[src/rtl/rom_copy_engine_pkg.sv]
// ============================================================================
// Module  : rom_copy_pkg
// Purpose : Shared types and constants for the ROM-to-RAM copy engine.
// Revision: 1.0 - initial release
// ============================================================================
`default_nettype none

package rom_copy_pkg;

  typedef enum logic [2:0] {
    ST_IDLE   = 3'd0,
    ST_ISSUE  = 3'd1,
    ST_SETTLE = 3'd2,
    ST_POLL   = 3'd3,
    ST_FETCH  = 3'd4,
    ST_MEMWR  = 3'd5
  } state_t;

  // CPU register window
  localparam logic [3:0] REG_SRC    = 4'd0;
  localparam logic [3:0] REG_DST    = 4'd1;
  localparam logic [3:0] REG_LEN    = 4'd2;
  localparam logic [3:0] REG_CTRL   = 4'd3;
  localparam logic [3:0] REG_STATUS = 4'd4;
  localparam logic [3:0] REG_REMAIN = 4'd5;
  localparam logic [3:0] REG_CSUM   = 4'd6;

  localparam int CTRL_START = 0;
  localparam int CTRL_ABORT = 1;

  localparam int STAT_BUSY    = 0;
  localparam int STAT_DONE    = 1;
  localparam int STAT_ERROR   = 2;
  localparam int STAT_ABORTED = 3;

  // ROM controller register window
  localparam logic [3:0] ROM_OFS_ADDR   = 4'd0;
  localparam logic [3:0] ROM_OFS_DATA   = 4'd1;
  localparam logic [3:0] ROM_OFS_STATUS = 4'd2;

  function automatic logic [15:0] status_word(input logic busy, input logic done,
                                              input logic error, input logic aborted);
    logic [15:0] w;
    w               = 16'h0000;
    w[STAT_BUSY]    = busy;
    w[STAT_DONE]    = done;
    w[STAT_ERROR]   = error;
    w[STAT_ABORTED] = aborted;
    return w;
  endfunction

endpackage

`default_nettype wire

[src/rtl/rom_copy_engine_if.sv]
// ============================================================================
// Module  : rom_copy_engine_if
// Purpose : CPU register port, ROM-controller bus and RAM write port bundle.
// Revision: 1.0 - initial release
// ============================================================================
`default_nettype none

interface rom_copy_engine_if;
  logic        device_select;
  logic [3:0]  register_offset;
  logic        read_req;
  logic        write_req;
  logic [15:0] wdata;
  logic [15:0] rdata;

  logic        rom_sel;
  logic [3:0]  rom_offset;
  logic        rom_rd;
  logic        rom_wr;
  logic [15:0] rom_wdata;
  logic [15:0] rom_rdata;
  logic        rom_bus_owned;

  logic [15:0] mem_addr;
  logic [15:0] mem_wdata;
  logic        mem_we;
  logic        mem_ready;

  modport slave (
    input  device_select, register_offset, read_req, write_req, wdata, rom_rdata, mem_ready,
    output rdata, rom_sel, rom_offset, rom_rd, rom_wr, rom_wdata, rom_bus_owned,
           mem_addr, mem_wdata, mem_we
  );

  modport master (
    output device_select, register_offset, read_req, write_req, wdata, rom_rdata, mem_ready,
    input  rdata, rom_sel, rom_offset, rom_rd, rom_wr, rom_wdata, rom_bus_owned,
           mem_addr, mem_wdata, mem_we
  );
endinterface

`default_nettype wire

[src/rtl/rom_copy_engine_regs.sv]
// ============================================================================
// Module  : rom_copy_regs
// Purpose : CPU register decode, SRC/DST/LEN storage and read-data mux.
//           ROM_COPY_CHECKSUM_EN adds the checksum read port at offset 6.
// Revision: 1.0 - initial release
// ============================================================================
`default_nettype none

module rom_copy_regs
  import rom_copy_pkg::*;
(
  input  logic        clk,
  input  logic        reset_n,
  input  logic        device_select,
  input  logic [3:0]  register_offset,
  input  logic        read_req,
  input  logic        write_req,
  input  logic [15:0] wdata,
  input  logic        busy,
  input  logic        done,
  input  logic        error,
  input  logic        aborted,
  input  logic [15:0] remain,
`ifdef ROM_COPY_CHECKSUM_EN
  input  logic [15:0] csum,
`endif
  output logic [15:0] src,
  output logic [15:0] dst,
  output logic [15:0] len,
  output logic        start,
  output logic        abort,
  output logic [15:0] rdata
);

  logic [15:0] src_q, src_d;
  logic [15:0] dst_q, dst_d;
  logic [15:0] len_q, len_d;
  logic        wr_en;
  logic        ctrl_wr;
  logic [15:0] rd_mux;

  assign wr_en   = device_select && write_req;
  assign ctrl_wr = wr_en && (register_offset == REG_CTRL);
  // Abort takes precedence when both bits arrive in the same write.
  assign abort   = ctrl_wr && wdata[CTRL_ABORT];
  assign start   = ctrl_wr && wdata[CTRL_START] && !wdata[CTRL_ABORT];

  always_comb begin
    src_d = src_q;
    dst_d = dst_q;
    len_d = len_q;
    if (wr_en && !busy) begin
      case (register_offset)
        REG_SRC: src_d = wdata;
        REG_DST: dst_d = wdata;
        REG_LEN: len_d = wdata;
        default: ;
      endcase
    end
  end

  always_ff @(posedge clk or negedge reset_n) begin
    if (!reset_n) begin
      src_q <= 16'h0000;
      dst_q <= 16'h0000;
      len_q <= 16'h0000;
    end else begin
      src_q <= src_d;
      dst_q <= dst_d;
      len_q <= len_d;
    end
  end

  always_comb begin
    rd_mux = 16'hFFFF;
    case (register_offset)
      REG_SRC:    rd_mux = src_q;
      REG_DST:    rd_mux = dst_q;
      REG_LEN:    rd_mux = len_q;
      REG_STATUS: rd_mux = status_word(busy, done, error, aborted);
      REG_REMAIN: rd_mux = remain;
`ifdef ROM_COPY_CHECKSUM_EN
      REG_CSUM:   rd_mux = csum;
`endif
      default:    ;
    endcase
    rdata = (device_select && read_req) ? rd_mux : 16'h0000;
  end

  assign src = src_q;
  assign dst = dst_q;
  assign len = len_q;

endmodule

`default_nettype wire

[src/rtl/rom_copy_engine.sv]
// ============================================================================
// Module  : rom_copy_engine
// Purpose : Copies words from the QSPI ROM controller into main RAM.
//           Optional: ROM_COPY_CHECKSUM_EN enables a 16-bit additive checksum.
// Revision: 1.0 - initial release
// ============================================================================
`default_nettype none

module rom_copy_engine
  import rom_copy_pkg::*;
#(
  parameter int POLL_SETTLE  = 4,
  parameter int POLL_TIMEOUT = 255
) (
  input logic              clk,
  input logic              reset_n,
  rom_copy_engine_if.slave bus
);

  localparam logic [3:0] SETTLE_LOAD = 4'(POLL_SETTLE);
  localparam logic [7:0] POLL_LAST   = 8'(POLL_TIMEOUT - 1);

  state_t      state_q, state_d;
  logic        busy_q, busy_d;
  logic        done_q, done_d;
  logic        error_q, error_d;
  logic        aborted_q, aborted_d;
  logic [15:0] cur_src_q, cur_src_d;
  logic [15:0] cur_dst_q, cur_dst_d;
  logic [15:0] remain_q, remain_d;
  logic [3:0]  settle_q, settle_d;
  logic [7:0]  polls_q, polls_d;
  logic        rom_sel_q, rom_sel_d;
  logic        rom_rd_q, rom_rd_d;
  logic        rom_wr_q, rom_wr_d;
  logic [3:0]  rom_offset_q, rom_offset_d;
  logic [15:0] rom_wdata_q, rom_wdata_d;
  logic        mem_we_q, mem_we_d;
  logic [15:0] mem_addr_q, mem_addr_d;
  logic [15:0] mem_wdata_q, mem_wdata_d;

  logic [15:0] src, dst, len;
  logic        start, abort;
  logic        start_ok;

`ifdef ROM_COPY_CHECKSUM_EN
  logic [15:0] csum_q, csum_d;
`endif

  rom_copy_regs u_regs (
    .clk             (clk),
    .reset_n         (reset_n),
    .device_select   (bus.device_select),
    .register_offset (bus.register_offset),
    .read_req        (bus.read_req),
    .write_req       (bus.write_req),
    .wdata           (bus.wdata),
    .busy            (busy_q),
    .done            (done_q),
    .error           (error_q),
    .aborted         (aborted_q),
    .remain          (remain_q),
`ifdef ROM_COPY_CHECKSUM_EN
    .csum            (csum_q),
`endif
    .src             (src),
    .dst             (dst),
    .len             (len),
    .start           (start),
    .abort           (abort),
    .rdata           (bus.rdata)
  );

  assign start_ok = start && !busy_q;

  // ROM/RAM outputs are registered: each branch sets the values the next state drives.
  always_comb begin
    state_d      = state_q;
    busy_d       = busy_q;
    done_d       = done_q;
    error_d      = error_q;
    aborted_d    = aborted_q;
    cur_src_d    = cur_src_q;
    cur_dst_d    = cur_dst_q;
    remain_d     = remain_q;
    settle_d     = settle_q;
    polls_d      = polls_q;
    rom_sel_d    = 1'b0;
    rom_rd_d     = 1'b0;
    rom_wr_d     = 1'b0;
    rom_offset_d = 4'd0;
    rom_wdata_d  = 16'h0000;
    mem_we_d     = mem_we_q;
    mem_addr_d   = mem_addr_q;
    mem_wdata_d  = mem_wdata_q;

    case (state_q)
      ST_IDLE: begin
        if (start_ok) begin
          done_d    = 1'b0;
          error_d   = 1'b0;
          aborted_d = 1'b0;
          if (len == 16'h0000) begin
            done_d = 1'b1;
          end else begin
            cur_src_d    = src;
            cur_dst_d    = dst;
            remain_d     = len;
            busy_d       = 1'b1;
            state_d      = ST_ISSUE;
            rom_sel_d    = 1'b1;
            rom_wr_d     = 1'b1;
            rom_offset_d = ROM_OFS_ADDR;
            rom_wdata_d  = src;
          end
        end
      end

      ST_ISSUE: begin
        state_d  = ST_SETTLE;
        settle_d = SETTLE_LOAD;
        polls_d  = 8'd0;
      end

      // Hold off polling so a valid bit left over from the previous word is not seen.
      ST_SETTLE: begin
        settle_d = settle_q - 4'd1;
        if (settle_q <= 4'd1) begin
          state_d      = ST_POLL;
          rom_sel_d    = 1'b1;
          rom_rd_d     = 1'b1;
          rom_offset_d = ROM_OFS_STATUS;
        end
      end

      ST_POLL: begin
        if (bus.rom_rdata[0]) begin
          state_d      = ST_FETCH;
          rom_sel_d    = 1'b1;
          rom_rd_d     = 1'b1;
          rom_offset_d = ROM_OFS_DATA;
        end else if (polls_q == POLL_LAST) begin
          state_d = ST_IDLE;
          busy_d  = 1'b0;
          error_d = 1'b1;
        end else begin
          polls_d      = polls_q + 8'd1;
          rom_sel_d    = 1'b1;
          rom_rd_d     = 1'b1;
          rom_offset_d = ROM_OFS_STATUS;
        end
      end

      ST_FETCH: begin
        state_d     = ST_MEMWR;
        mem_we_d    = 1'b1;
        mem_addr_d  = cur_dst_q;
        mem_wdata_d = bus.rom_rdata;
      end

      ST_MEMWR: begin
        if (bus.mem_ready) begin
          mem_we_d  = 1'b0;
          cur_src_d = cur_src_q + 16'd1;
          cur_dst_d = cur_dst_q + 16'd1;
          remain_d  = remain_q - 16'd1;
          if (remain_q == 16'd1) begin
            state_d = ST_IDLE;
            busy_d  = 1'b0;
            done_d  = 1'b1;
          end else begin
            state_d      = ST_ISSUE;
            rom_sel_d    = 1'b1;
            rom_wr_d     = 1'b1;
            rom_offset_d = ROM_OFS_ADDR;
            rom_wdata_d  = cur_src_q + 16'd1;
          end
        end
      end

      default: state_d = ST_IDLE;
    endcase

    if (abort && busy_q) begin
      state_d      = ST_IDLE;
      busy_d       = 1'b0;
      aborted_d    = 1'b1;
      mem_we_d     = 1'b0;
      rom_sel_d    = 1'b0;
      rom_rd_d     = 1'b0;
      rom_wr_d     = 1'b0;
      rom_offset_d = 4'd0;
      rom_wdata_d  = 16'h0000;
    end
  end

  always_ff @(posedge clk or negedge reset_n) begin
    if (!reset_n) begin
      state_q      <= ST_IDLE;
      busy_q       <= 1'b0;
      done_q       <= 1'b0;
      error_q      <= 1'b0;
      aborted_q    <= 1'b0;
      cur_src_q    <= 16'h0000;
      cur_dst_q    <= 16'h0000;
      remain_q     <= 16'h0000;
      settle_q     <= 4'd0;
      polls_q      <= 8'd0;
      rom_sel_q    <= 1'b0;
      rom_rd_q     <= 1'b0;
      rom_wr_q     <= 1'b0;
      rom_offset_q <= 4'd0;
      rom_wdata_q  <= 16'h0000;
      mem_we_q     <= 1'b0;
      mem_addr_q   <= 16'h0000;
      mem_wdata_q  <= 16'h0000;
    end else begin
      state_q      <= state_d;
      busy_q       <= busy_d;
      done_q       <= done_d;
      error_q      <= error_d;
      aborted_q    <= aborted_d;
      cur_src_q    <= cur_src_d;
      cur_dst_q    <= cur_dst_d;
      remain_q     <= remain_d;
      settle_q     <= settle_d;
      polls_q      <= polls_d;
      rom_sel_q    <= rom_sel_d;
      rom_rd_q     <= rom_rd_d;
      rom_wr_q     <= rom_wr_d;
      rom_offset_q <= rom_offset_d;
      rom_wdata_q  <= rom_wdata_d;
      mem_we_q     <= mem_we_d;
      mem_addr_q   <= mem_addr_d;
      mem_wdata_q  <= mem_wdata_d;
    end
  end

`ifdef ROM_COPY_CHECKSUM_EN
  always_comb begin
    csum_d = csum_q;
    if (state_q == ST_IDLE && start_ok) begin
      csum_d = 16'h0000;
    end else if (state_q == ST_FETCH) begin
      csum_d = csum_q + bus.rom_rdata;
    end
  end

  always_ff @(posedge clk or negedge reset_n) begin
    if (!reset_n) begin
      csum_q <= 16'h0000;
    end else begin
      csum_q <= csum_d;
    end
  end
`endif

  assign bus.rom_sel       = rom_sel_q;
  assign bus.rom_rd        = rom_rd_q;
  assign bus.rom_wr        = rom_wr_q;
  assign bus.rom_offset    = rom_offset_q;
  assign bus.rom_wdata     = rom_wdata_q;
  assign bus.rom_bus_owned = busy_q;
  assign bus.mem_we        = mem_we_q;
  assign bus.mem_addr      = mem_addr_q;
  assign bus.mem_wdata     = mem_wdata_q;

endmodule

`default_nettype wire

[src/flat_wrapper.sv]
// flat-port wrapper written by rule: the top's interface ports become plain ports
module rom_copy_engine_flat import rom_copy_pkg::*;
#(
  parameter int POLL_SETTLE  = 4,
  parameter int POLL_TIMEOUT = 255
)
  (clk, reset_n, bus_device_select, bus_register_offset, bus_read_req, bus_write_req, bus_wdata, bus_rom_rdata, bus_mem_ready, bus_rdata, bus_rom_sel, bus_rom_offset, bus_rom_rd, bus_rom_wr, bus_rom_wdata, bus_rom_bus_owned, bus_mem_addr, bus_mem_wdata, bus_mem_we);
  rom_copy_engine_if bus_i ();
  input logic clk;
  input logic reset_n;
  input wire logic [$bits(bus_i.device_select)-1:0] bus_device_select;
  input wire logic [$bits(bus_i.register_offset)-1:0] bus_register_offset;
  input wire logic [$bits(bus_i.read_req)-1:0] bus_read_req;
  input wire logic [$bits(bus_i.write_req)-1:0] bus_write_req;
  input wire logic [$bits(bus_i.wdata)-1:0] bus_wdata;
  input wire logic [$bits(bus_i.rom_rdata)-1:0] bus_rom_rdata;
  input wire logic [$bits(bus_i.mem_ready)-1:0] bus_mem_ready;
  output wire logic [$bits(bus_i.rdata)-1:0] bus_rdata;
  output wire logic [$bits(bus_i.rom_sel)-1:0] bus_rom_sel;
  output wire logic [$bits(bus_i.rom_offset)-1:0] bus_rom_offset;
  output wire logic [$bits(bus_i.rom_rd)-1:0] bus_rom_rd;
  output wire logic [$bits(bus_i.rom_wr)-1:0] bus_rom_wr;
  output wire logic [$bits(bus_i.rom_wdata)-1:0] bus_rom_wdata;
  output wire logic [$bits(bus_i.rom_bus_owned)-1:0] bus_rom_bus_owned;
  output wire logic [$bits(bus_i.mem_addr)-1:0] bus_mem_addr;
  output wire logic [$bits(bus_i.mem_wdata)-1:0] bus_mem_wdata;
  output wire logic [$bits(bus_i.mem_we)-1:0] bus_mem_we;
  assign bus_i.device_select = bus_device_select;
  assign bus_i.register_offset = bus_register_offset;
  assign bus_i.read_req = bus_read_req;
  assign bus_i.write_req = bus_write_req;
  assign bus_i.wdata = bus_wdata;
  assign bus_i.rom_rdata = bus_rom_rdata;
  assign bus_i.mem_ready = bus_mem_ready;
  assign bus_rdata = bus_i.rdata;
  assign bus_rom_sel = bus_i.rom_sel;
  assign bus_rom_offset = bus_i.rom_offset;
  assign bus_rom_rd = bus_i.rom_rd;
  assign bus_rom_wr = bus_i.rom_wr;
  assign bus_rom_wdata = bus_i.rom_wdata;
  assign bus_rom_bus_owned = bus_i.rom_bus_owned;
  assign bus_mem_addr = bus_i.mem_addr;
  assign bus_mem_wdata = bus_i.mem_wdata;
  assign bus_mem_we = bus_i.mem_we;
  rom_copy_engine #(.POLL_SETTLE(POLL_SETTLE), .POLL_TIMEOUT(POLL_TIMEOUT)) u_core (.clk(clk), .reset_n(reset_n), .bus(bus_i));
endmodule
[config.mk]
export PLATFORM = sky130hd
export DESIGN_NAME = rom_copy_engine_flat
export DESIGN_NICKNAME = d
export VERILOG_FILES = /design/src/rtl/rom_copy_engine_pkg.sv /design/src/rtl/rom_copy_engine_if.sv /design/src/rtl/rom_copy_engine_regs.sv /design/src/rtl/rom_copy_engine.sv /design/src/flat_wrapper.sv
export SDC_FILE = /design/constraint.sdc
export NUM_CORES = 1
export LEC_CHECK = 0
export ABC_CLOCK_PERIOD_IN_PS = 3900
export CORE_MARGIN = 4
export CORE_UTILIZATION = 60
export CTS_BUF_LIST = sky130_fd_sc_hd__clkbuf_4 sky130_fd_sc_hd__clkbuf_8
export CTS_CLUSTER_DIAMETER = 60
export DETAILED_ROUTE_END_ITERATION = 8
export PLACE_DENSITY = 0.86
export SLEW_MARGIN = 40
export SYNTH_ARGS = -nofsm -noshare
export SYNTH_HDL_FRONTEND = slang
export SYNTH_SLANG_ARGS = --single-unit
[constraint.sdc]
create_clock -name clk -period 3.9 [get_ports clk]
set_clock_uncertainty 0.1 [all_clocks]
set_input_delay 0.78 -clock clk [delete_from_list [all_inputs] [get_ports clk]]
set_output_delay 0.78 -clock clk [all_outputs]
set_load 0.05 [all_outputs]
=== After elaboration in Yosys (flattened, before gate mapping) ===
Index checks and enable logic that the tools add are counted.
Widths: inputs -> output; s select.

* Flip-flop bits (word level): 171
* Output and inout port bits: 73

* Equal/unequal tests: 27
* Reductions and logical operators: 33
* Add/sub/neg operators: 5
* Muxes and demuxes: 73
* Order comparisons: 1

{| class="wikitable"
|+ Operators by type and width
! kind !! number
|-
| $mux 16 || 15
|-
| $pmux 16 s2 || 4
|-
| $pmux 16 s5 || 1
|-
| $add 16x1->16 const B || 2
|-
| $mux 1 || 29
|-
| $mux 3 || 7
|-
| $pmux 3 s6 || 1
|-
| $eq 16x1->1 const B || 1
|-
| $logic_not 16->1 || 1
|-
| $mux 8 || 2
|-
| $pmux 4 s2 || 2
|-
| $pmux 8 s2 || 1
|-
| $sub 16x1->16 const B || 1
|-
| $ne 3x1->1 const B || 4
|-
| $reduce_and 4->1 || 3
|-
| $reduce_bool 2->1 || 6
|-
| $pmux 1 s2 || 5
|-
| $reduce_and 2->1 || 5
|-
| $logic_and 1x1->1 || 9
|-
| $add 8x1->8 const B || 1
|-
| $eq 4x2->1 const B || 2
|-
| $eq 4x3->1 const B || 2
|-
| $eq 8x8->1 const B || 1
|-
| $mux 4 || 2
|-
| other kinds (22) || 32
|}

=== Longest topological paths before layout ===
Gate-level depths: netlist of run 1.

* Word-level depth: 8
* Depth in mapped cells: 9
* Depth with buffers taken out: 7

=== Hierarchy ===
From an unflattened synthesis of run 1, not the netlist that was laid out.

* Cell total of the unflattened synthesis: 889
* Area total of the unflattened synthesis: 8887.3 µm²

{| class="wikitable"
|+ Modules (own cells, without submodules)
! module !! area an instance (µm²) !! instances !! cells each !! sequential area each (µm²)
|-
| rom_copy_engine || 6203.4 || 1 || 655 || 3027.9
|-
| rom_copy_regs || 2683.8 || 1 || 234 || 1201.2
|}

=== Least setup slack after synthesis of run 1 ===
Ideal clock, no wire load.

* Path type: input-to-output
* From: in bus_register_offset[0]
* To: out bus_rdata[10]
* Stages: 5
* Required time: 3.020 ns
* Path buffers: 2
* Slack: 0.293 ns
* Data arrival time: 2.727 ns
* Cells stage by stage: clkbuf_1 > nor4b_1 > clkbuf_1 > a221oi_1 > a21oi_1

* Longest elaborated chain between the ends: 3
* Elaborated cells between the ends (all ways): 7
* Classes of those cells: eq/ne (4); mux (2); reduce/logical (1)

{| class="wikitable"
|+ Ends and longest elaborated chain
! item !! line !! source
|-
| from (decl) || flat_wrapper.sv:12 || <nowiki>input wire logic [$bits(bus_i.register_offset)-1:0] bus_register_offset;</nowiki>
|-
| $eq 4x3->1, or another cell as far along || rom_copy_engine_regs.sv:76 || <nowiki>case (register_offset)</nowiki>
|-
| $pmux 16 s5 (*) || rom_copy_engine_regs.sv:76 ||
|-
| $mux 16 (*) || rom_copy_engine_regs.sv:87 || <nowiki>rdata = (device_select && read_req) ? rd_mux : 16'h0000;</nowiki>
|-
| to (decl) || flat_wrapper.sv:18 || <nowiki>output wire logic [$bits(bus_i.rdata)-1:0] bus_rdata;</nowiki>
|}

Every way passes the cells marked *; elsewhere a longest branch is shown, timed or not.

=== Final worst setup path of run 1 ===
* From: in bus_register_offset[2]
* To: out bus_rdata[5]

The elaborated chain is that of the path after synthesis.

==> load_flow_metrics.sql, run 1 <==
INSERT INTO impl_metrics (metric_group, metric, value, unit) VALUES
('clock_tree', 'post_cts_resize_count', '0', ''),
('worst_setup_path', 'critical_path.endpoint_type', 'primary output', ''),
('power', 'p_leak', '4.65', 'nW'),
('clock_tree', 'numClockSinks', '169', ''),
('clock_tree', 'root_buffer', 'clkbuf_8', ''),
('global_routing', 'grt_antenna_before_repair', '0', ''),
('placed_design', 'placement.io_buffers', '112', ''),
('power', 'pwr-share-seq', '43.1', '%'),
('worst_setup_path', 'startpoint_type', 'input pin', ''),
('worst_setup_path', 'r2r-start', 'u_core.state_q[0]', ''),
('worst_setup_path', 'crit_path_start', 'bus_register_offset[2]', ''),
('clock_tree', 'cts_setup_buffers', '0', ''),
('sta', 'final.setup.worst_slack', '347', 'ps'),
('worst_setup_path', 'cp.required', '3020', 'ps'),
('floorplan', 'floorplan.io_pins', '115', ''),
('synthesis', 'synth.mux.area_fraction', '11.3', '%'),
('worst_setup_path', 'critical-path-slowest-cell', 'clkdlybuf4s50_1', ''),
('synthesis', 'synth_compound_area_share', '19.6', '%'),
('sta', 'whs', '115', 'ps'),
('routing', 'drcViolationCount', '0', ''),
('synthesis', 'synthesis.yosys.warnings', '0', ''),
('clock_tree', 'clkLatencyLatePin', '460', 'ps'),
('worst_setup_path', 'class_of_the_most_critical_setup_path', 'input pin to primary output', ''),
('sta', 'max_clock_freq', '281', 'MHz'),
('power', 'power_density', '604', 'nW/um^2'),
('synthesis', 'synth-seq-area-share', '48.8', '%'),
('sta', 'setup-violations-final', '0', ''),
('synthesis', 'postSynth.topFlopCell', 'dfrtp_1', ''),
('synthesis', 'synth-simple-area-share', '13.3', '%'),
('floorplan', 'fp-row-count', '43', ''),
('placed_design', 'place_worst_setup_slack', '430', 'ps'),
('sta', 'grt_setup_unrepaired', 'no', ''),
('run_status', 'result_of_the_run', 'finished clean', ''),
('routing', 'per_cell_routed_wire_length', '20.5', 'um'),
('synthesis', 'synth-adder-area-share', '1.16', '%'),
('worst_setup_path', 'path_max_fanout', '20', ''),
('power', 'internal_power', '3.97', 'mW'),
('global_routing', 'grt_pass1_wl', '38.0', 'mm'),
('sta', 'period_utilization_post_route', '91.1', '%'),
('layout', 'final_nets', '1001', ''),
('placed_design', 'placer_s_final_routability_congestion_estimate', '0.953', ''),
('synthesis', 'yosys.area_share.xor_xnor', '1.92', '%'),
('synthesis', 'synth_edf_count', '0', ''),
('routing', 'via_per_inst', '6.58', ''),
('layout', 'drive_gt1_share', '17.4', '%'),
('power', 'clk_pwr_share', '22.7', '%'),
('power', 'switching_share', '38.3', '%'),
('sta', 'worstMarginPinSlew', '677', 'ps'),
('clock_tree', 'hold_buffers', '0', ''),
('sta', 'max_slew_margin', '54.5', '%'),
('clock_tree', 'cts_tree', 'yes', ''),
('sta', 'totalNegativeSetupSlack', '0', 'ps'),
('routing', 'finalWirelength', '23.5', 'mm'),
('synthesis', 'ys_seq_elements', '169', ''),
('global_routing', 'globalRouteTotalUtil', '29.3', '%'),
('sta', 'period_minus_slack', '3550', 'ps'),
('floorplan', 'initial_core_util', '61.9', '%'),
('worst_setup_path', 'timing.reg2reg.worst_path_depth', '6', ''),
('synthesis', 'synth_top_family_by_area', 'compound AO/OA/AOI/OAI gates', ''),
('floorplan', 'area_of_the_die', '16400', 'sq um'),
('synthesis', 'synthArstFlopShare', '100', '%'),
('synthesis', 'postSynthCellCount', '857', ''),
('sta', 'maxSlewViolCount', '0', ''),
('placed_design', 'post_dp_cell_area', '10200', 'sq um'),
('power', 'total_switching_power', '2.46', 'mW'),
('routing', 'firstDrtPassIters', '5', ''),
('min_path', 'worstHoldPathType', 'input pin to asynchronous set/reset pin', ''),
('layout', 'synthToLayoutAreaGrowth', '22.9', '%'),
('floorplan', 'dieWidth', '128', 'um'),
('layout', 'num_antenna_cells', '0', ''),
('floorplan', 'floorplan.die.height', '128', 'um');
per-layer routing:
layer  global-route usage [%]  vias up
met5                        0        -
met1                     42.8     3593
met3                     6.58       59
li1                         -     3358
met4                     8.99        0
met2                     44.1      519
worst max-delay path, delay by kind of cell:
| kind | cells | cell delay, ps |
|---|---|---|
| compound gates | 3 | 520 |
| buf+inv | 4 | 1380 |
registers in the layout, summed over array words and instances (netlist names), 2 cells and up:
| name | flops |
|---|---|
| u_core.u_regs.len | 16 |
| u_core.bus.mem_wdata | 16 |
| u_core.polls_q | 8 |
| u_core.cur_dst_q | 16 |
| u_core.u_regs.src | 16 |
| u_core.bus.mem_addr | 16 |
| u_core.bus.rom_offset | 2 |
| u_core.cur_src_q | 16 |
| u_core.u_regs.dst | 16 |
| u_core.remain_q | 16 |
| u_core.bus.rom_wdata | 16 |
| u_core.settle_q | 4 |
| u_core.state_q | 3 |
path summary, 6_finish.rpt:
check | to | slack, ps
min in group clk | u_core.polls_q[7] | 370
max in group asynchronous | u_core.bus.rom_wdata[13] | 2960
setup reg to reg | u_core.remain_q[11] | 1140
setup / recovery | bus_rdata[5] | 350
hold / removal | u_core.bus.mem_wdata[11] | 120
hold reg to reg | u_core.polls_q[7] | 370
cells in the final DEF (no fill, tap or decap), types with 13 or more instances in the layout:
cell / n
a22oi_1: 23
nand3_1: 22
nor3_1: 17
nor2_1: 79
a221oi_1: 15
a21o_1: 14
nor4_1: 13
clkbuf_8: 20
nand2_1: 45
a21oi_1: 67
buf_12: 20
inv_1: 13
mux2_2: 80
o21a_1: 16
clkdlybuf4s50_1: 95
dfrtp_1: 169
o21ai_0: 65
buf_4: 20
through the flow:
stage,instances,power [mW],utilization (%)
floorplan,858,4.16,-
global placement,1111,4.85,72.5
detailed placement,1112,4.94,72.7
CTS,1144,6.42,76.1
global route,1144,6.74,76.1
finish,1144,6.43,76.1
final cells by class:
cell class	instances	area (sq um)	area share [%]
Clock buffer	24	305	2.87
Clock inverter	8	165	1.55
Inverter	13	48.8	0.458
Multi-Input combinational cell	613	4130	38.8
Sequential cell	169	4230	39.7
Tap cell	180	225	2.12
Timing Repair Buffer	137	1540	14.5
cell families (layout without fill, tap and decap cells):
family,after synthesis,after routing
flip-flops,169,169
multiplexers,88,88
other,1,2
AND/OR/NAND/NOR,231,231
adder cells (fa/ha/maj),8,8
XOR/XNOR,19,19
buffers and inverters,76,182
AO/OA/AOI/OAI,265,265
power groups by stage:
stage / Combinational (mW) / Clock, mW / Sequential, mW
6_report: 2.20 / 1.46 / 2.77
5_1_grt: 2.36 / 1.55 / 2.83
4_1_cts: 2.20 / 1.48 / 2.74
3_5_place_dp: 2.18 / 0 / 2.76
3_3_place_gp: 2.12 / 0 / 2.73
2_1_floorplan: 1.10 / 0 / 3.06
Yosys cell counts (all sizes together), types with 14 or more instances:
cell	instances	area (sq um)
a221oi	15	131
o21a	16	120
mux2	80	901
nand3	22	110
a21o	14	105
clkbuf	44	165
nor3	17	85.1
nor2	79	297
buf	19	118
a21oi	67	335
o21ai	69	345
nand2	45	169
a22oi	23	173
dfrtp	169	4230
nor4	14	87.6
Power figures use the tool's default switching activity.
==> run 2, diff against run 1 <==
--- a/config.mk
+++ b/config.mk
@@ -12,6 +12,8 @@
 export CTS_CLUSTER_DIAMETER = 60
 export DETAILED_ROUTE_END_ITERATION = 8
 export PLACE_DENSITY = 0.86
+export RECOVER_POWER = 25
+export REMOVE_ABC_BUFFERS = 1
 export SLEW_MARGIN = 40
 export SYNTH_ARGS = -nofsm -noshare
 export SYNTH_HDL_FRONTEND = slang
==> run 2 against run 1 <==
Compared with the run above: the flow now finishes with violations (capacitance limit, slew limit); first-iteration DRC count down 17%; worst hold slack gained 260 ps; register-to-register slack better by 60 ps; combinational power barely moved; sequential share of layout area rose by 0.50 points; largest power group unchanged.
==> load_flow_metrics.sql, run 2 (synthesized netlist as in run 1, its figures left out) <==
INSERT INTO impl_metrics (metric_group, metric, value, unit) VALUES
('run_status', 'result_of_the_run', 'finished, violations left', ''),
('run_status', 'failed_checks', 'capacitance limit, slew limit', ''),
('routing', 'antenna_violating_nets_post_route', '0', ''),
('routing', 'drt-met1-wl', '9.12', 'mm'),
('clock_tree', 'cts_tree', 'yes', ''),
('layout', 'drive_gt1_share', '17.4', '%'),
('layout', 'multi_input_comb_area', '4130', 'sq um'),
('worst_setup_path', 'critPathMaxStageDelay', '630', 'ps'),
('routing', 'finalWirelength', '22.7', 'mm'),
('clock_tree', 'clock_tree_buffer_depth', '2', ''),
('sta', 'setup-violations-final', '0', ''),
('clock_tree', 'cts_setup_buffers', '0', ''),
('sta', 'totalNegativeSetupSlack', '0', 'ps'),
('sta', 'grt_setup_unrepaired', 'no', ''),
('sta', 'period_utilization_post_route', '93.2', '%'),
('sta', 'report.final.hold_viol_count', '0', ''),
('floorplan', 'floorplan.core_area', '14000', 'sq um'),
('clock_tree', 'clkLatencyLatePin', '480', 'ps'),
('floorplan', 'floorplan.die.height', '128', 'um'),
('worst_setup_path', 'critical-path-slowest-cell', 'nor4_2', ''),
('worst_setup_path', 'critical_path.endpoint_type', 'primary output', ''),
('global_routing', 'globalRouteTotalUtil', '28.4', '%'),
('worst_setup_path', 'class_of_the_most_critical_setup_path', 'input pin to primary output', ''),
('worst_setup_path', 'startpoint_type', 'input pin', ''),
('sta', 'worstMarginPinSlew', '2040', 'ps'),
('routing', 'route.top_layer_used', 'met4', ''),
('routing', 'route.vias.total', '7400', ''),
('floorplan', 'initial_core_util', '61.9', '%'),
('global_routing', 'grt_pass1_wl', '36.7', 'mm'),
('power', 'p_leak', '4.59', 'nW'),
('clock_tree', 'root_buffer', 'clkbuf_8', ''),
('placed_design', 'placer_s_final_routability_congestion_estimate', '0.888', ''),
('sta', 'whs', '376', 'ps'),
('global_routing', 'grt_pass1_vias', '7132', ''),
('worst_setup_path', 'timing.critical_path.cells', 'clkdlybuf4s50_1, nor4_2, buf_4, a221oi_1, a21oi_1, buf_12', ''),
('routing', 'met2_wirelength', '10.8', 'mm'),
('clock_tree', 'post_cts_resize_count', '0', ''),
('sta', 'period_minus_slack', '3640', 'ps'),
('power', 'power_density', '595', 'nW/um^2'),
('layout', 'num_antenna_cells', '0', ''),
('layout', 'layout_commonest_cell', 'dfrtp_1', ''),
('routing', 'firstDrtPassIters', '5', ''),
('clock_tree', 'hold_buffers', '0', ''),
('sta', 'max_slew_margin', '-35.9', '%'),
('global_routing', 'grt_max_degree', '84', ''),
('floorplan', 'floorplan.io_pins', '115', ''),
('layout', 'final_nets', '1003', ''),
('sta', 'maxSlewViolCount', '84', ''),
('worst_setup_path', 'worst-endpoint-arrival', '2760', 'ps'),
('worst_setup_path', 'path_max_fanout', '10', ''),
('clock_tree', 'numClockSinks', '169', ''),
('job', 'total_of_max_cap_violations', '1', ''),
('routing', 'via_per_inst', '6.46', ''),
('floorplan', 'dieWidth', '128', 'um'),
('power', 'vdd_drop_max', '308', 'uV'),
('worst_setup_path', 'crit_buf_inv', '3', ''),
('routing', 'detail_route.iter0.violations', '765', ''),
('worst_setup_path', 'critical_path.top_delay_family', 'buffers and inverters', ''),
('placed_design', 'placement.io_buffers', '112', ''),
('layout', 'synthToLayoutAreaGrowth', '21.3', '%'),
('clock_tree', 'htreeDepth', '4', ''),
('routing', 'drcViolationCount', '0', ''),
('floorplan', 'area_of_the_die', '16400', 'sq um'),
('layout', 'area.sequential', '4230', 'sq um'),
('worst_setup_path', 'cp.required', '3020', 'ps'),
('floorplan', 'fp-row-count', '43', ''),
('clock_tree', 'cts_inserted_buffers', '17', ''),
('min_path', 'worstHoldPathType', 'register to register', ''),
('routing', 'routed_length_on_met3', '1.87', 'mm'),
('placed_design', 'dp.final_hpwl', '16.2', 'mm'),
('layout', 'highest_count_cells_in_the_layout_ignoring_fill_and_taps', '169 x dfrtp_1, 95 x clkdlybuf4s50_1, 80 x mux2_2', ''),
('global_routing', 'grt_overflow_total', '0', ''),
('global_routing', 'grt_antenna_before_repair', '0', ''),
('clock_tree', 'cts.clk_slew.worst_paths', '90', 'ps'),
('routing', 'per_cell_routed_wire_length', '19.8', 'um'),
('layout', 'layout_fillers', '949', ''),
('sta', 'max_clock_freq', '275', 'MHz');
-- run 2: layer usage --
metal | vias up | global-route usage [%]
met1 | 3585 | 37.8
met5 | - | 0
met3 | 75 | 6.17
met2 | 378 | 44.4
li1 | 3362 | -
met4 | 0 | 13.3
-- run 2: worst paths after layout --
path | from | depth (start not counted) | end | slack (ps)
max | bus_register_offset[1] | 6 | bus_rdata[4] | 260
min | u_core.polls_q[7] | 1 | u_core.polls_q[7] | 380
max reg2reg | u_core.state_q[0] | 6 | u_core.cur_dst_q[5] | 1200
min reg2reg | u_core.polls_q[7] | 1 | u_core.polls_q[7] | 380
max in group asynchronous | reset_n | 2 | u_core.u_regs.src[13] | 690
min in group asynchronous | reset_n | 1 | u_core.polls_q[4] | 760
-- run 2: per-stage QoR --
step           total power [mW]  utilization [%]  worst slack (ps)  cell area, sq um  cells
4_1_cts                    6.26             75.3               255             10500   1145
5_1_grt                    6.58             75.2              83.6             10500   1145
6_report                   6.26             75.2               265             10500   1145
2_1_floorplan              4.10                -             -89.0              8390    795
3_3_place_gp               4.85             72.4               404             10100   1114
3_5_place_dp               4.94             72.4               301             10100   1114
-- run 2: final cells by class --
class	instances	share of cell area, %
multi-input cells	613	39.2
inverters	13	0.464
clock buffers	18	2.30
repair buffers	139	14.0
flip-flops and latches	169	40.2
clock inverters	13	1.59
well taps	180	2.14
-- run 2: power by group --
group          switching, mW  total, mW  internal (mW)
logic                   1.25       2.17          0.917
registers              0.567       2.77           2.20
clock network          0.679       1.33          0.646
total                   2.49       6.26           3.77
